===== src/rtl/imm_gen_pipe.sv =====
// Registered, handshaked RISC-V immediate generator (I/S/B/U/J) with a 2-entry skid buffer.
// Optional err_o output enabled by defining IMM_GEN_ERR_EN.
module imm_gen_pipe #(
    parameter int XLEN               = 32,
    parameter int TAG_W              = 32,
    parameter bit BRANCH_BYTE_OFFSET = 1'b0
) (
    input  logic             clk_i,
    input  logic             rst_i,
    input  logic             flush_i,
    input  logic             in_valid_i,
    output logic             in_ready_o,
    input  logic [31:0]      instr_i,
    input  logic [TAG_W-1:0] tag_i,
    output logic             out_valid_o,
    input  logic             out_ready_i,
    output logic [XLEN-1:0]  imm_o,
    output logic [2:0]       fmt_o,
`ifdef IMM_GEN_ERR_EN
    output logic             err_o,
`endif
    output logic [TAG_W-1:0] tag_o
);

    localparam logic [2:0] FMT_NONE = 3'd0;
    localparam logic [2:0] FMT_I    = 3'd1;
    localparam logic [2:0] FMT_S    = 3'd2;
    localparam logic [2:0] FMT_B    = 3'd3;
    localparam logic [2:0] FMT_U    = 3'd4;
    localparam logic [2:0] FMT_J    = 3'd5;

    typedef enum logic [1:0] {EMPTY, ONE, FULL} state_e;

    typedef struct packed {
        logic [XLEN-1:0]  imm;
        logic [2:0]       fmt;
        logic [TAG_W-1:0] tag;
`ifdef IMM_GEN_ERR_EN
        logic             err;
`endif
    } entry_t;

    state_e state_q, state_d;
    entry_t out_q, out_d;
    entry_t skid_q, skid_d;
    entry_t dec;

    logic [6:0]  opc;
    logic [31:0] imm32;
    logic [31:0] b_imm;
    logic [31:0] j_imm;
    logic        is_i, is_s, is_b, is_u, is_j;
    logic        accept, pop;

    assign opc  = instr_i[6:0];
    assign is_i = (opc == 7'b0010011) || (opc == 7'b0000011) ||
                  (opc == 7'b1100111);
    assign is_s = (opc == 7'b0100011);
    assign is_b = (opc == 7'b1100011);
    assign is_u = (opc == 7'b0110111) || (opc == 7'b0010111);
    assign is_j = (opc == 7'b1101111);

    // B/J fields as halfword counts; byte-offset builds shift them left once
    assign b_imm = {{20{instr_i[31]}}, instr_i[31], instr_i[7],
                    instr_i[30:25], instr_i[11:8]};
    assign j_imm = {{12{instr_i[31]}}, instr_i[31], instr_i[19:12],
                    instr_i[20], instr_i[30:21]};

    always_comb begin
        imm32   = '0;
        dec     = '0;
        dec.fmt = FMT_NONE;
        unique case (1'b1)
            is_i: begin
                imm32   = {{20{instr_i[31]}}, instr_i[31:20]};
                dec.fmt = FMT_I;
            end
            is_s: begin
                imm32   = {{20{instr_i[31]}}, instr_i[31:25], instr_i[11:7]};
                dec.fmt = FMT_S;
            end
            is_b: begin
                imm32   = BRANCH_BYTE_OFFSET ? {b_imm[30:0], 1'b0} : b_imm;
                dec.fmt = FMT_B;
            end
            is_u: begin
                imm32   = {instr_i[31:12], 12'b0};
                dec.fmt = FMT_U;
            end
            is_j: begin
                imm32   = BRANCH_BYTE_OFFSET ? {j_imm[30:0], 1'b0} : j_imm;
                dec.fmt = FMT_J;
            end
            default: ;
        endcase
        dec.imm        = {XLEN{imm32[31]}};
        dec.imm[31:0]  = imm32;
        dec.tag        = tag_i;
`ifdef IMM_GEN_ERR_EN
        dec.err        = (dec.fmt == FMT_NONE) || (instr_i[1:0] != 2'b11);
`endif
    end

    assign in_ready_o  = rst_i && (state_q != FULL);
    assign out_valid_o = (state_q != EMPTY);
    assign accept      = in_valid_i && in_ready_o && !flush_i;
    assign pop         = out_valid_o && out_ready_i && !flush_i;

    always_comb begin
        state_d = state_q;
        out_d   = out_q;
        skid_d  = skid_q;
        if (flush_i) begin
            state_d = EMPTY;
        end else begin
            unique case (state_q)
                EMPTY: if (accept) begin
                    out_d   = dec;
                    state_d = ONE;
                end
                ONE: if (accept && pop) begin
                    out_d   = dec;
                end else if (accept) begin
                    skid_d  = dec;
                    state_d = FULL;
                end else if (pop) begin
                    state_d = EMPTY;
                end
                FULL: if (pop) begin
                    out_d   = skid_q;
                    state_d = ONE;
                end
                default: state_d = EMPTY;
            endcase
        end
    end

    always_ff @(posedge clk_i) begin
        if (!rst_i) begin
            state_q <= EMPTY;
            out_q   <= '0;
            skid_q  <= '0;
        end else begin
            state_q <= state_d;
            out_q   <= out_d;
            skid_q  <= skid_d;
        end
    end

    assign imm_o = out_q.imm;
    assign fmt_o = out_q.fmt;
    assign tag_o = out_q.tag;
`ifdef IMM_GEN_ERR_EN
    assign err_o = out_q.err;
`endif

endmodule


===== config.mk =====
export PLATFORM = sky130hd
export DESIGN_NAME = imm_gen_pipe
export DESIGN_NICKNAME = d
export VERILOG_FILES = /design/src/rtl/imm_gen_pipe.sv
export SDC_FILE = /design/constraint.sdc
export NUM_CORES = 1
export LEC_CHECK = 0
export CORE_MARGIN = 2
export CORE_UTILIZATION = 63
export CTS_CLUSTER_DIAMETER = 100
export CTS_CLUSTER_SIZE = 28
export DETAILED_ROUTE_END_ITERATION = 8
export DONT_BUFFER_PORTS = 1
export PLACE_DENSITY = 0.79
export SYNTH_ARGS = -nofsm -noshare
export SYNTH_HDL_FRONTEND = slang
export SYNTH_SLANG_ARGS = --single-unit

===== constraint.sdc =====
create_clock -name clk_i -period 2 [get_ports clk_i]
set_clock_uncertainty 0.1 [all_clocks]
set_input_delay 0.4 -clock clk_i [delete_from_list [all_inputs] [get_ports clk_i]]
set_output_delay 0.4 -clock clk_i [all_outputs]
set_load 0.03 [all_outputs]

==> results.yml, run 1 <==
placement:
  detailedPlace.worstSlack_ns: -0.147
  gp_congestion: 0.872
  dp_hpwl_mm: 10.8
  place_inst: 817
  port-buffer-count: 0
layout:
  register_area_mm2: 0.00273
  drive_gt1_frac: 0.137
  syn2layout_area_growth_pct: 21.2
  multi_input_area_mm2: 0.00337
  nets: 838
  n_antenna_cell: 0
  utilization: 0.794
  finalNonFillerCells: 915
  fillers: 636
clock_network:
  tritoncts: "built"
  insertion_delay_ns: 0.52
  cts_buffers: 17
  clockBufferDepth: 2
  clk_pin_slew_ns: 0.06
  clkSinkCount: 136
  cts-htree-levels: 4
  cts_root_buffer: "clkbuf_8"
sta:
  relSlewSlack: 0.539
  min_period_over_period: 0.961
  setup_ws_ns: 0.0777
  drv_slew: 0
  tightest_slew_ns: 0.691
  finalCriticalPeriod_ns: 1.92
  worst_hold_slack_ns: 0.0244
  setup_viol: 0
  max_freq_mhz: 520
  tns_ns: 0
  rsz0062_at_grt: "no"
  hold_viol_final: 0
synth:
  synth_edf_count: 0
  synth_seq_cells: 136
  yosys.area_share.adder: 0
  ys_seq_area_frac: 0.423
  ys_top_cells_by_count: "150 x nand2_1, 136 x dfxtp_1, 78 x a21oi_1"
  synthArstFlopShare: 0
  yosys_warnings: 0
  synth_area_leaders: "dfxtp_1 42%, nand2_1 8.8%, a21oi_1 6.1%, mux2_2 5.6%, mux2i_1 5.3%"
  yosys.area_share.simple: 0.152
  synth_cell_types: 51
  postSynthAreaPerCell_um2: 8.76
  syn_inst: 734
  synth.net_count: 803
  mappedNetlistArea_mm2: 0.00643
  netlist.area_leader.share: 0.423
  synth_compound_area_frac: 0.256
  synth_top_family_by_area: "compound AO/OA/AOI/OAI gates"
  synth.most_common_cell: "nand2_1"
  yosysTopAreaCell: "dfxtp_1"
  synthXorXnorAreaFrac: 0.00136
  synthFlopType: "dfxtp_1"
  synthMuxAreaShare: 0.109
floorplan:
  rows: 36
  ios: 138
  die_h_um: 105
  core_mm2: 0.00982
  die-width_um: 105
  dieArea_mm2: 0.0110
  initial_utilization: 0.655
global_route:
  grt_max_degree: 104
  grt_antenna_before_repair: 0
  grt_pass1_wl_mm: 29.5
  grt_overflow: 0
  grt_pass1_vias: 5941
  track_usage: 0.329
worst_setup_path:
  critical-path-top-delay-family: "flip-flops"
  crit_slowest_cell: "dfxtp_4"
  r2r-start: "state_q[1]"
  crit_type: "reg -> out"
  path_buf_inv: 2
  cp_data_required_time_ns: 1.50
  cp-start-kind: "flip-flop"
  crit_fanout: 8
  cp.arrival_ns: 1.42
  worst_setup_path_end_kind: "output port"
  path_cells: "nor2b_4 > buf_12 > nor2_1 > buf_4"
  crit_path_start: "state_q[1]"
  critPathMaxStageDelay_ns: 0.39
run_status:
  status: "complete, no violations"
routing:
  vias: 6075
  drtIter0Drc: 602
  routed_wl_mm: 18.8
  detail_route.wl_per_cell_um: 20.6
  viasPerCell: 6.64
  drt_first_pass_iters: 5
  drc_errors: 0
  ant_nets: 0
worst_hold_path:
  hp-class: "in -> reg"
  worstHoldStart: "flush_i"
power_and_ir_drop:
  ir_drop_uv: 648
  power.density_mw_per_mm2: 837
  p_leak_nw: 2.89
run:
  cap_violations: 0
-- stage by stage --
step	cell area (µm²)	power [mW]
6_report	7800	6.52
4_1_cts	7660	6.46
3_5_place_dp	6480	3.28
5_1_grt	7800	6.70
2_1_floorplan	6430	3.25
3_3_place_gp	6480	3.27
-- worst paths after layout --
| check | endpoint | slack [ns] | cells after the start |
|---|---|---|---|
| worst max-delay path | in_ready_o | 0.08 | 4 |
| worst min-delay path | imm_o[31] | 0.02 | 2 |
| worst max register to register | imm_o[26] | 0.12 | 5 |
| worst min register to register | skid_q[22] | 0.35 | 2 |
-- registers in the layout, indices dropped and copies added (netlist names) --
| signal | count |
|---|---|
| fmt_o | 3 |
| state_q | 2 |
| tag_o | 32 |
| skid_q | 67 |
| imm_o | 32 |
-- layout make-up --
class | instances | area share
sequential | 136 | 0.350
clock inverter | 12 | 0.0193
tap | 133 | 0.0213
multi-input combinational | 522 | 0.433
timing repair buffer | 87 | 0.117
clock buffer | 20 | 0.0571
inverter | 5 | 0.00241
-- repair_timing --
item,4_1_cts,5_1_grt
endpoints found under the setup margin,22,20
hold buffers,53,10
endpoints found under the hold margin,105,63
resized for setup,5,2
gates cloned,1,0
buffers inserted,1,1
-- worst register-to-register path, delay by kind of cell, from the launching register on --
kind / cells / cell delay, ns
compound gates: 3 / 0.94
buf+inv: 1 / 0.21
flops: 1 / 0.37
simple gates: 1 / 0.21
-- routing by layer --
| layer | vias to the layer above | track usage | part of all wire |
|---|---|---|---|
| li1 | 2768 | - | - |
| met4 | 0 | 0.118 | 0.022 |
| met1 | 2901 | 0.415 | 0.39 |
| met2 | 354 | 0.532 | 0.48 |
| met5 | - | 0 | 0 |
| met3 | 52 | 0.100 | 0.10 |
-- cell usage in the layout, fill, tap and decap left out, types with 4 or more instances in the layout --
| cell type | count |
|---|---|
| a21oi_1 | 78 |
| a221oi_1 | 28 |
| a222oi_1 | 5 |
| a22o_1 | 7 |
| a31oi_1 | 25 |
| a32o_1 | 14 |
| and2_1 | 4 |
| and3_1 | 6 |
| buf_12 | 5 |
| buf_4 | 18 |
| clkbuf_16 | 16 |
| clkinv_2 | 4 |
| dfxtp_1 | 134 |
| dlygate4sd3_1 | 62 |
| inv_1 | 4 |
| mux2_2 | 32 |
| mux2i_1 | 34 |
| nand2_1 | 150 |
| nand2b_1 | 19 |
| nor2_1 | 10 |
| nor3_1 | 6 |
| o21ai_0 | 45 |
| o32ai_1 | 19 |
-- where the power goes --
part | switching [mW] | internal (mW) | leakage (nW)
combinational | 0.261 | 0.241 | 1.50
sequential | 0.114 | 2.76 | 1.10
clock | 1.19 | 1.96 | 0.287
-- cell families (layout without fill, tap and decap cells) --
| family | after synthesis | after routing |
|---|---|---|
| DFF | 136 | 136 |
| AOI/OAI and AO/OA | 242 | 242 |
| buffers and inverters | 76 | 124 |
| xor gates and xnor gates | 1 | 1 |
| and+or+nand+nor | 213 | 213 |
| muxes | 66 | 66 |
(Power assumes the default switching activity.)
==> run 2, diff against run 1 <==
--- a/config.mk
+++ b/config.mk
@@ -5,7 +5,6 @@
 export SDC_FILE = /design/constraint.sdc
 export NUM_CORES = 1
 export LEC_CHECK = 0
-export CORE_MARGIN = 2
 export CORE_UTILIZATION = 63
 export CTS_CLUSTER_DIAMETER = 100
 export CTS_CLUSTER_SIZE = 28
==> results.yml, run 2 (synthesis gave the netlist of run 1 again) <==
run_status:
  status: "finished, violations left"
  failed_checks: "hold timing"
sta:
  min_period_over_period: 0.971
  tightest_slew_ns: 0.674
  finalCriticalPeriod_ns: 1.94
  setup_viol: 0
  rsz0062_at_grt: "no"
  worst_hold_slack_ns: -0.0821
  tns_ns: 0
  max_freq_mhz: 515
  setup_ws_ns: 0.0587
  drv_slew: 0
  hold_viol_final: 39
  relSlewSlack: 0.551
routing:
  drtIter0Drc: 583
  drt_first_pass_iters: 6
  drc_errors: 0
  viasPerCell: 6.65
  detail_route.wl_per_cell_um: 20.2
  routed_wl_mm: 18.5
  vias: 6067
  ant_nets: 0
global_route:
  grt_pass1_wl_mm: 27.6
  grt_max_degree: 104
  track_usage: 0.337
  grt_overflow: 0
  grt_antenna_before_repair: 0
  grt_pass1_vias: 5785
layout:
  finalNonFillerCells: 913
  final_cell_mix: "150 x nand2_1, 134 x dfxtp_1, 78 x a21oi_1"
  syn2layout_area_growth_pct: 20.4
  largest_register_ffs: 67
  nets: 836
  regMostFlops: "skid_q"
  n_antenna_cell: 0
  fillers: 650
  drive_gt1_frac: 0.137
  finalInstanceArea_mm2: 0.00774
  utilization: 0.788
  final_common_cell: "nand2_1"
power_and_ir_drop:
  seqPwrFrac: 0.445
  internal_power_mw: 4.90
  power.density_mw_per_mm2: 833
  total_power_mw: 6.45
  swShare: 0.240
  ir_drop_uv: 589
  power.switching_mw: 1.55
  p_comb_frac: 0.072
  p_leak_nw: 2.88
  pwr-share-clk: 0.482
clock_network:
  insertion_delay_ns: 0.52
  clockBufferDepth: 2
  clk_pin_slew_ns: 0.06
  cts_buffers: 17
  clkSinkCount: 136
  cts_root_buffer: "clkbuf_8"
  cts-htree-levels: 4
  tritoncts: "built"
floorplan:
  core_mm2: 0.00982
  dieArea_mm2: 0.0106
  die-width_um: 103
  die_h_um: 103
  ios: 138
  initial_utilization: 0.655
  rows: 36
worst_setup_path:
  worst_setup_path_end_kind: "output port"
  crit_fanout: 8
  timing.rr.end: "imm_o[31]"
  cp.arrival_ns: 1.44
  crit_type: "reg -> out"
  r2r-start: "state_q[1]"
  ff2ff_path_depth: 4
  reg2reg_slack_ns: 0.16
  cp-start-kind: "flip-flop"
  cp_data_required_time_ns: 1.50
worst_hold_path:
  hp-class: "in -> reg"
  worstHoldPathCells: 2
  worstHoldStart: "rst_i"
  hold-path-endpoint: "skid_q[52]"
placement:
  dp_hpwl_mm: 10.6
  detailedPlace.worstSlack_ns: -0.0686
  placed_area_mm2: 0.00648
  place_inst: 818
  gp_congestion: 0.942
  port-buffer-count: 0
run:
  cap_violations: 0
==> run 2: cell types whose count changed in the layout (fill, tap and decap cells not counted), sizes merged <==
cell         delta
clkinvlp        -2
clkbuf          -2
buf             +1
clkinv          +2
inv             +2
dlygate4sd3     -3
==> run 2: timing repair <==
action,4_1_cts,5_1_grt
buffers inserted,1,2
gates resized for setup,4,1
hold buffers,52,7
gates cloned,1,0
hold endpoints to repair,104,62
endpoints found under the setup margin,15,15
==> run 2: worst max path at each step <==
stage                     from    endpoint  slack (ns)
finish              state_q[1]  in_ready_o        0.06
global route        state_q[1]  in_ready_o        0.01
CTS                 state_q[1]  in_ready_o        0.02
detailed placement  state_q[1]   imm_o[19]       -0.07
global placement    state_q[1]   imm_o[21]        0.02
floorplan                rst_i  in_ready_o        0.05
==> run 2: power by group through the flow <==
stage	clock (mW)	combinational, mW	sequential (mW)
2_1_floorplan	0	0.327	2.92
4_1_cts	3.14	0.442	2.87
6_report	3.11	0.465	2.87
3_5_place_dp	0	0.352	2.93
5_1_grt	3.26	0.498	2.88
3_3_place_gp	0	0.341	2.93
==> run 2: area by class of cell <==
class / count / area [µm²] / area share
flip-flops and latches: 136 / 2730 / 0.352
repair buffers: 85 / 873 / 0.113
inverters: 5 / 18.8 / 0.00242
clock inverters: 14 / 174 / 0.0225
clock buffers: 18 / 418 / 0.0540
well taps: 133 / 166 / 0.0215
multi-input cells: 522 / 3360 / 0.434
==> run 2: critical path: stages, from the launching register on <==
cell and delay (ns):
dfxtp_4 0.39, nor2b_4 0.19, buf_12 0.13, nor2_1 0.04, buf_4 0.18
==> run 2: metal layers <==
layer / global-route usage / wire length, µm
met1: 0.403 / 7050
met2: 0.572 / 9260
met5: 0 / 0
met4: 0.155 / 469
met3: 0.0807 / 1710
==> run 3, diff against run 2 <==
--- a/config.mk
+++ b/config.mk
@@ -5,12 +5,13 @@
 export SDC_FILE = /design/constraint.sdc
 export NUM_CORES = 1
 export LEC_CHECK = 0
-export CORE_UTILIZATION = 63
+export CORE_UTILIZATION = 66
+export CTS_BUF_LIST = sky130_fd_sc_hd__clkbuf_2 sky130_fd_sc_hd__clkbuf_4 sky130_fd_sc_hd__clkbuf_8
 export CTS_CLUSTER_DIAMETER = 100
 export CTS_CLUSTER_SIZE = 28
 export DETAILED_ROUTE_END_ITERATION = 8
 export DONT_BUFFER_PORTS = 1
-export PLACE_DENSITY = 0.79
+export PLACE_DENSITY = 0.82
 export SYNTH_ARGS = -nofsm -noshare
 export SYNTH_HDL_FRONTEND = slang
 export SYNTH_SLANG_ARGS = --single-unit
==> results.yml, run 3 (synthesis gave the netlist of run 1 again) <==
routing:
  routed_wl_mm: 17.6
  ant_nets: 0
  drt_first_pass_iters: 7
  drtIter0Drc: 496
  detail_route.wl_per_cell_um: 20.0
  drc_errors: 0
  viasPerCell: 6.70
  vias: 5895
floorplan:
  ios: 138
  rows: 35
  core_mm2: 0.00933
  dieArea_mm2: 0.0101
  die-width_um: 101
  die_h_um: 101
  initial_utilization: 0.689
clock_network:
  cts_buffers: 17
  insertion_delay_ns: 0.43
  cts_root_buffer: "clkbuf_8"
  cts-htree-levels: 4
  clockBufferDepth: 2
  clk_pin_slew_ns: 0.08
  clkSinkCount: 136
  tritoncts: "built"
worst_setup_path:
  crit_slowest_cell: "dfxtp_1"
  crit_type: "reg -> out"
  critPathMaxStageDelay_ns: 0.46
  cp-start-kind: "flip-flop"
  path_cells: "nor2b_4 > nor2_1 > buf_4"
  cp_data_required_time_ns: 1.50
  path_buf_inv: 1
  crit_fanout: 8
  worst_setup_path_end_kind: "output port"
  critical-path-top-delay-family: "flip-flops"
  cp.arrival_ns: 1.42
sta:
  hold_viol_final: 0
  max_freq_mhz: 522
  setup_viol: 0
  finalCriticalPeriod_ns: 1.92
  rsz0062_at_grt: "no"
  min_period_over_period: 0.958
  relSlewSlack: 0.551
  tightest_slew_ns: 0.671
  drv_slew: 0
global_route:
  grt_overflow: 0
  grt_max_degree: 91
  grt_pass1_wl_mm: 27.5
  track_usage: 0.345
  grt_pass1_vias: 5666
  grt_antenna_before_repair: 0
power_and_ir_drop:
  seqPwrFrac: 0.526
  swShare: 0.284
  total_power_mw: 5.45
  internal_power_mw: 3.90
  p_comb_frac: 0.077
  ir_drop_uv: 667
  p_leak_nw: 2.66
  pwr-share-clk: 0.396
  power.density_mw_per_mm2: 758
  power.switching_mw: 1.54
layout:
  final_cell_mix: "150 x nand2_1, 136 x dfxtp_1, 78 x a21oi_1"
  fillers: 657
  final_common_cell: "nand2_1"
  nets: 807
  multi_input_area_mm2: 0.00337
  register_area_mm2: 0.00272
  regMostFlops: "skid_q"
  drive_gt1_frac: 0.140
  largest_register_ffs: 67
  syn2layout_area_growth_pct: 11.8
  utilization: 0.770
  n_antenna_cell: 0
run:
  cap_violations: 0
placement:
  dp_hpwl_mm: 10.9
  gp_congestion: 0.975
  port-buffer-count: 0
run_status:
  status: "complete, no violations"
worst_hold_path:
  hp-class: "in -> reg"
==> run 3: power groups by stage <==
stage | sequential [mW] | clock (mW) | combinational [mW]
detailed placement | 2.93 | 0 | 0.351
CTS | 2.87 | 2.19 | 0.409
global placement | 2.93 | 0 | 0.339
global route | 2.87 | 2.31 | 0.451
finish | 2.87 | 2.16 | 0.420
floorplan | 2.92 | 0 | 0.327
==> run 3: final cells by class <==
type | count | share of cell area
Clock inverter | 14 | 0.0185
Inverter | 5 | 0.00261
Tap cell | 129 | 0.0225
Timing Repair Buffer | 56 | 0.0745
Multi-Input combinational cell | 522 | 0.469
Clock buffer | 18 | 0.0345
Sequential cell | 136 | 0.379
==> run 3: what timing repair did <==
action	CTS	global route
hold endpoints to repair	43	1
endpoints found under the setup margin	35	1
hold buffers	30	1
resized for setup	2	1
setup buffers	0	0
==> run 3: worst reg2reg max path, stage by stage (launching register included) <==
cell and delay [ns]:
dfxtp_1 0.38, and3b_1 0.38, nand2_1 0.14, buf_4 0.24
a221oi_1 0.35, o32ai_1 0.15
==> run 3: through the flow <==
stage	setup TNS [ns]	cells	worst slack [ns]	hold slack, ns	area [µm²]
2_1_floorplan	0	734	0.0544	0.332	6430
3_3_place_gp	0	817	0.0320	0.339	6480
3_5_place_dp	-2.14	817	-0.107	0.345	6480
4_1_cts	0	879	0.0251	0.000494	7170
5_1_grt	0	880	0.0136	0.00349	7190
6_report	0	880	0.0850	0.0146	7190
==> run 3: path summary, 6_finish.rpt <==
path	start	slack, ns	end	depth (start not counted)
setup / recovery	state_q[1]	0.08	in_ready_o	3
hold / removal	instr_i[24]	0.01	skid_q[59]	2
setup reg to reg	state_q[1]	0.12	imm_o[6]	5
hold reg to reg	skid_q[9]	0.36	skid_q[9]	2
==> run 3: layer usage <==
| metal | vias up | wire length [µm] | global-route usage |
|---|---|---|---|
| li1 | 2716 | - | - |
| met1 | 2804 | 6840 | 0.433 |
| met2 | 328 | 8590 | 0.582 |
| met3 | 47 | 1720 | 0.0735 |
| met4 | 0 | 413 | 0.129 |
| met5 | - | 0 | 0 |
